<file path="config.mk">
export PLATFORM = sky130hd
export DESIGN_NAME = odd_bounce_counter
export DESIGN_NICKNAME = d
export VERILOG_FILES = /design/src/rtl/odd_counter_pkg.sv /design/src/rtl/odd_bounce_counter_scan_dff.sv /design/src/rtl/odd_bounce_counter.sv
export SDC_FILE = /design/constraint.sdc
export NUM_CORES = 1
export LEC_CHECK = 0
export CORE_AREA = 2 2 39 41
export CTS_CLUSTER_SIZE = 14
export DETAILED_ROUTE_END_ITERATION = 8
export DIE_AREA = 0 0 41 43
export PLACE_DENSITY_LB_ADDON = 0.3
export SLEW_MARGIN = 25
export SYNTH_ARGS = -nofsm -noshare
export SYNTH_HDL_FRONTEND = slang
export SYNTH_HIERARCHICAL = 1
export SYNTH_SLANG_ARGS = --single-unit
export TNS_END_PERCENT = 30
</file>
<file path="constraint.sdc">
create_clock -name clk -period 1.7 [get_ports clk]
set_clock_uncertainty 0.1 [all_clocks]
set_input_delay 0.17 -clock clk [delete_from_list [all_inputs] [get_ports clk]]
set_output_delay 0.17 -clock clk [all_outputs]
set_load 0.1 [all_outputs]
</file>
<file path="src/rtl/odd_counter_pkg.sv">
// Shared constants and helpers for odd_bounce_counter.
// Optional scan chain is enabled with ODD_BOUNCE_COUNTER_SCAN_EN.
package odd_counter_pkg;

  localparam int MODE_BOUNCE = 0;
  localparam int MODE_WRAP   = 1;

  function automatic int cnt_min(input int width, input int parity);
    return (parity != 0) ? 1 : 0;
  endfunction

  function automatic int cnt_max(input int width, input int parity);
    return (1 << width) - ((parity != 0) ? 1 : 2);
  endfunction

  // Scan chain covers {dir, count, turn, wrap}.
  function automatic int scan_len(input int width);
    return width + 3;
  endfunction

endpackage

</file>
<file path="src/rtl/odd_bounce_counter_scan_dff.sv">
// Async-reset-low state flop; gains a scan mux when ODD_BOUNCE_COUNTER_SCAN_EN is defined.
module scan_dff #(
  parameter logic RST_VAL = 1'b0
) (
  input  logic clk,
  input  logic rst_n,
  input  logic d_i,
`ifdef ODD_BOUNCE_COUNTER_SCAN_EN
  input  logic scan_en_i,
  input  logic scan_in_i,
`endif
  output logic q_o
);

  logic d_mux;
  logic q_q;

`ifdef ODD_BOUNCE_COUNTER_SCAN_EN
  assign d_mux = scan_en_i ? scan_in_i : d_i;
`else
  assign d_mux = d_i;
`endif

  always_ff @(posedge clk or negedge rst_n) begin
    if (!rst_n) begin
      q_q <= RST_VAL;
    end else begin
      q_q <= d_mux;
    end
  end

  assign q_o = q_q;

endmodule

</file>
<file path="src/rtl/odd_bounce_counter.sv">
// Step-by-2 bounce/wrap counter over the odd or even values of a WIDTH-bit range.
// Define ODD_BOUNCE_COUNTER_SCAN_EN to add a scan chain over {dir, count, turn, wrap}.
module odd_bounce_counter
  import odd_counter_pkg::*;
#(
  parameter int WIDTH  = 3,
  parameter int PARITY = 1,
  parameter int MODE   = MODE_BOUNCE
) (
  input  logic             clk,
  input  logic             rst_n,
  input  logic             en,
  input  logic             load,
  input  logic [WIDTH-1:0] load_val,
  input  logic             dir_in,
`ifdef ODD_BOUNCE_COUNTER_SCAN_EN
  input  logic             scan_en,
  input  logic             scan_in,
  output logic             scan_out,
`endif
  output logic [WIDTH-1:0] count,
  output logic             dir,
  output logic             turn,
  output logic             wrap
);

  localparam int                    SCAN_LEN = scan_len(WIDTH);
  localparam logic [WIDTH-1:0]      MIN_C    = WIDTH'(cnt_min(WIDTH, PARITY));
  localparam logic [WIDTH-1:0]      MAX_C    = WIDTH'(cnt_max(WIDTH, PARITY));
  localparam logic [SCAN_LEN-1:0]   RST_VEC  = {1'b1, MIN_C, 2'b00};

  logic [WIDTH-1:0]    count_q, count_d;
  logic                dir_q, dir_d;
  logic                turn_q, turn_d;
  logic                wrap_q, wrap_d;
  logic [SCAN_LEN-1:0] state_q, state_d;
  logic [WIDTH:0]      up_sum, dn_diff;
  logic [WIDTH-1:0]    load_cnt;
  logic                unused_ok;

  // The extra top bit of the sums is the carry/borrow that flags a wrap.
  assign up_sum    = {1'b0, count_q} + (WIDTH+1)'(2);
  assign dn_diff   = {1'b0, count_q} - (WIDTH+1)'(2);
  assign load_cnt  = {load_val[WIDTH-1:1], 1'(PARITY)};
  assign unused_ok = ^{load_val[0], dir_in};

  always_comb begin
    count_d = count_q;
    dir_d   = dir_q;
    turn_d  = 1'b0;
    wrap_d  = 1'b0;
    if (load) begin
      count_d = load_cnt;
      if (MODE == MODE_WRAP) begin
        dir_d = dir_in;
      end else if (load_cnt == MAX_C) begin
        dir_d = 1'b0;
      end else if (load_cnt == MIN_C) begin
        dir_d = 1'b1;
      end
    end else if (en) begin
      if (MODE == MODE_WRAP) begin
        dir_d = dir_in;
        if (dir_in) begin
          count_d = up_sum[WIDTH-1:0];
          wrap_d  = up_sum[WIDTH];
        end else begin
          count_d = dn_diff[WIDTH-1:0];
          wrap_d  = dn_diff[WIDTH];
        end
      end else if (dir_q) begin
        if (count_q >= MAX_C) begin
          // Already at the far end (only reachable via scan): reverse silently.
          dir_d   = 1'b0;
          count_d = dn_diff[WIDTH-1:0];
        end else begin
          count_d = up_sum[WIDTH-1:0];
          if (up_sum[WIDTH-1:0] == MAX_C) begin
            dir_d  = 1'b0;
            turn_d = 1'b1;
          end
        end
      end else begin
        if (count_q <= MIN_C) begin
          dir_d   = 1'b1;
          count_d = up_sum[WIDTH-1:0];
        end else begin
          count_d = dn_diff[WIDTH-1:0];
          if (dn_diff[WIDTH-1:0] == MIN_C) begin
            dir_d  = 1'b1;
            turn_d = 1'b1;
          end
        end
      end
    end
  end

  assign state_d = {dir_d, count_d, turn_d, wrap_d};
  assign {dir_q, count_q, turn_q, wrap_q} = state_q;

`ifdef ODD_BOUNCE_COUNTER_SCAN_EN
  logic [SCAN_LEN-1:0] chain_in;
  assign chain_in = {scan_in, state_q[SCAN_LEN-1:1]};
  assign scan_out = state_q[0];
`endif

  genvar gi;
  generate
    for (gi = 0; gi < SCAN_LEN; gi++) begin : g_state
      scan_dff #(.RST_VAL(RST_VEC[gi])) u_ff (
        .clk       (clk),
        .rst_n     (rst_n),
        .d_i       (state_d[gi]),
`ifdef ODD_BOUNCE_COUNTER_SCAN_EN
        .scan_en_i (scan_en),
        .scan_in_i (chain_in[gi]),
`endif
        .q_o       (state_q[gi])
      );
    end
  endgenerate

  assign count = count_q;
  assign dir   = dir_q;
  assign turn  = turn_q;
  assign wrap  = wrap_q;

endmodule

</file>
==> results of run 1 <==
## logic make-up (layout without fill, tap and decap cells)
group | count (synthesis) | in the layout | share of synthesized area (%)
multiplexers | 2 | 2 | 5.16
flip-flops | 6 | 6 | 39.4
other | 1 | 1 | 0.967
AND/OR/NAND/NOR | 14 | 14 | 18.7
XOR/XNOR | 1 | 1 | 2.26
AO/OA/AOI/OAI | 9 | 9 | 16.1
adder cells (fa/ha/maj) | 4 | 4 | 12.3
buffers and inverters | 5 | 26 | 5.16
## through the flow
| step | worst slack (ns) | total power (uW) | instance area (sq um) |
|---|---|---|---|
| 3_5_place_dp | 0.0115 | 692 | 632 |
| 2_1_floorplan | -0.182 | 525 | 415 |
| 5_1_grt | -0.00652 | 958 | 716 |
| 4_1_cts | 0.0439 | 841 | 658 |
| 6_report | 0.0504 | 899 | 716 |
| 3_3_place_gp | 0.0156 | 692 | 632 |
## metal layers
layer | vias to the layer above | part of all wire, % | track usage, %
li1 | 186 | - | -
met1 | 175 | 44 | 16.2
met2 | 13 | 48 | 19.1
met3 | 5 | 3.0 | 3.14
met4 | 0 | 5.0 | 14.0
met5 | - | 0 | 0
## cell usage in the layout, fill, tap and decap left out, types with 3 or more instances in the layout
cell / synthesis / final
sky130_fd_sc_hd__buf_4: 0 / 7
sky130_fd_sc_hd__clkdlybuf4s50_1: 0 / 5
sky130_fd_sc_hd__clkbuf_4: 0 / 3
sky130_fd_sc_hd__nand2_1: 4 / 4
sky130_fd_sc_hd__nor2_1: 3 / 3
sky130_fd_sc_hd__buf_12: 0 / 6
## power by group through the flow
stage               clock network [uW]  registers, uW  logic, uW
floorplan                            0            366        159
global placement                     0            223        469
detailed placement                   0            221        471
CTS                                148            220        473
global route                       160            231        567
finish                             142            226        531
## final cells by class
class,instances,area share [%]
multi-input combinational,31,37.2
clock buffer,4,3.67
inverter,4,2.80
sequential,6,22.4
tap,16,2.80
timing repair buffer,18,31.1
## worst register-to-register path, cell delays in order (launching register included)
cell and delay (ns):
sky130_fd_sc_hd__dfrtp_4 0.45, sky130_fd_sc_hd__inv_4 0.05, sky130_fd_sc_hd__ha_2 0.17, sky130_fd_sc_hd__a21boi_4 0.14, sky130_fd_sc_hd__o32ai_2 0.22, sky130_fd_sc_hd__mux2i_1 0.25
sky130_fd_sc_hd__o311ai_1 0.14
## what timing repair did
| item | 4_1_cts | 5_1_grt |
|---|---|---|
| setup buffers | 0 | 2 |
| resized for setup | 1 | 8 |
| setup endpoints to repair | 1 | 3 |
| hold buffers | 0 | 0 |
## worst min-delay path by stage
stage / endpoint / slack, ns / cells after the start
2_1_floorplan: g_state[0].u_ff/q_o / -0.23 / 0
5_1_grt: g_state[3].u_ff/q_o / 0.08 / 1
4_1_cts: g_state[4].u_ff/q_o / 0.07 / 1
3_3_place_gp: g_state[1].u_ff/q_o / 0.32 / 1
6_report: g_state[1].u_ff/q_o / 0.05 / 1
3_5_place_dp: g_state[1].u_ff/q_o / 0.33 / 1
==> flow_summary.json, run 1 <==
{
  "run_status": "complete, no violations",
  "cp_cell_sequence": "inv_4, ha_2, a21boi_4, o32ai_2, mux2i_1, o311ai_1",
  "cts.sink_count": 6,
  "fmax_mhz": 606,
  "timing_worst_setup_path_type": "flip-flop to flip-flop",
  "track_usage_pct": 13.9,
  "initial_core_util_pct": 28.0,
  "hpwl_microns": 703,
  "synth_area_sq_um": 388,
  "area_delta_synth_final_pct": 84.5,
  "hold_violations": 0,
  "first_global_vias": 366,
  "synthArstFlopShare_pct": 100,
  "drv_cap": 0,
  "clk_path_buf_depth": 2,
  "floorplan.die_area_sq_mm": 0.00176,
  "holdCritPathClass": "input port to asynchronous set/reset pin",
  "critical_path_peak_fanout": 4,
  "die_w_microns": 41,
  "seq_area_frac_synth_pct": 39.4,
  "cp.buffers_inverters": 1,
  "numCtsBuffers": 3,
  "seq_area_sq_um": 160,
  "required_time_reported_for_the_critical_path_endpoint_ns": 1.71,
  "timing.critical_path.slowest_stage_cell": "sky130_fd_sc_hd__dfrtp_4",
  "finalCoreUtilization_pct": 51.7,
  "syn-instance-count": 42,
  "ir_drop_mv": 0.539,
  "synthDominantAreaCellType": "sky130_fd_sc_hd__dfrtp_1",
  "grt.overflow.total": 0,
  "clock_slew_at_reported_path_ffs_ns": 0.05,
  "largest_register_ff_count": 6,
  "final-setup-viol-count": 0,
  "fill_cells": 118,
  "final_antenna_net_count": 0,
  "vias_per_cell": 4.80,
  "post_route_cells_drive_above_1_share_pct": 49.2,
  "crit-reg2reg-launch": "g_state[3].u_ff/q_o",
  "average_instance_area_after_synthesis_sq_um": 9.24,
  "synthDominantCellAreaShare_pct": 25.8,
  "static-leakage-power_uw": 0.000308,
  "design.portCount": 14,
  "row_count": 14,
  "drt_iter0_drc": 5,
  "critical_path_depth": 6,
  "dieHeight_microns": 43,
  "cp_data_arrival_time_ns": 1.66,
  "post-route-min-period_ns": 1.65,
  "combPwrFrac_pct": 59.1,
  "port_buffers": 11,
  "number_of_nets_produced_by_synthesis": 53,
  "floorplan.core_area_sq_mm": 0.00138,
  "antenna_found_initial": 0,
  "timing_max_transition_violations_final": 0,
  "layout.nets": 75,
  "capturing_element_type_of_the_critical_path": "flip-flop",
  "worst_hold_slack_ns": 0.0547,
  "postSynthRegisterBits": 6,
  "antennaDiodeCount": 0,
  "ctsRootBufferMaster": "sky130_fd_sc_hd__clkbuf_4",
  "p_int_uw": 506,
  "ctsHtreeMaxLevel": 1,
  "crit-reg2reg-capture": "g_state[4].u_ff/q_o",
  "worst_skew_pair.late_latency_ns": 0.25,
  "grt_first_pass_wirelength_microns": 1520,
  "wl_per_cell_microns": 11.7,
  "multi_input_comb_area_sq_um": 267,
  "finalSetupTns_ns": 0,
  "switching_power_uw": 394,
  "rrSetupSlack_ns": 0.05,
  "firstDrtPassIters": 4,
  "count_of_non_filler_cells_in_the_finished_layout": 79,
  "crit_path_end": "g_state[4].u_ff/q_o",
  "timing.final.crit_share_pct": 97.0,
  "power.density_mw_per_mm2": 1260,
  "yosys-top-cells-count": "sky130_fd_sc_hd__dfrtp_1, sky130_fd_sc_hd__inv_1, sky130_fd_sc_hd__nand2_1",
  "crit_path_max_incr_delay_ns": 0.45,
  "synth_enable_flop_cells": 0,
  "synthFlopType": "sky130_fd_sc_hd__dfrtp_1",
  "p_seq_share_pct": 25.1,
  "synthDistinctLibCells": 24,
  "path_delay_family": "compound AO/OA/AOI/OAI gates",
  "yosysWarnings": 6,
  "ys_top_cells_by_area": "sky130_fd_sc_hd__dfrtp_1, sky130_fd_sc_hd__dfstp_2, sky130_fd_sc_hd__ha_1",
  "post-place-cells": 73,
  "detailroute.via_count": 379,
  "clock_tree_from_tritoncts": "built",
  "grt_start_max_net_pins": 8,
  "sw_frac_of_total_pct": 43.8,
  "route.final.wire_length_microns": 922,
  "routabilityCongestion": 0.802,
  "drc": 0,
  "setup.worst_path.start_class": "flip-flop",
  "critPathLaunch": "g_state[3].u_ff/q_o",
  "r2r.worst_path.cells": 6,
  "clkPwrFrac_pct": 15.8
}
No activity file was read; power rests on OpenSTA's default activity.
==> run 2: changes to the inputs <==
Settings changed: SLEW_MARGIN 25 to 20.
==> results of run 2 <==
No change in the layout: final DEF, timing and power equal those of run 1.
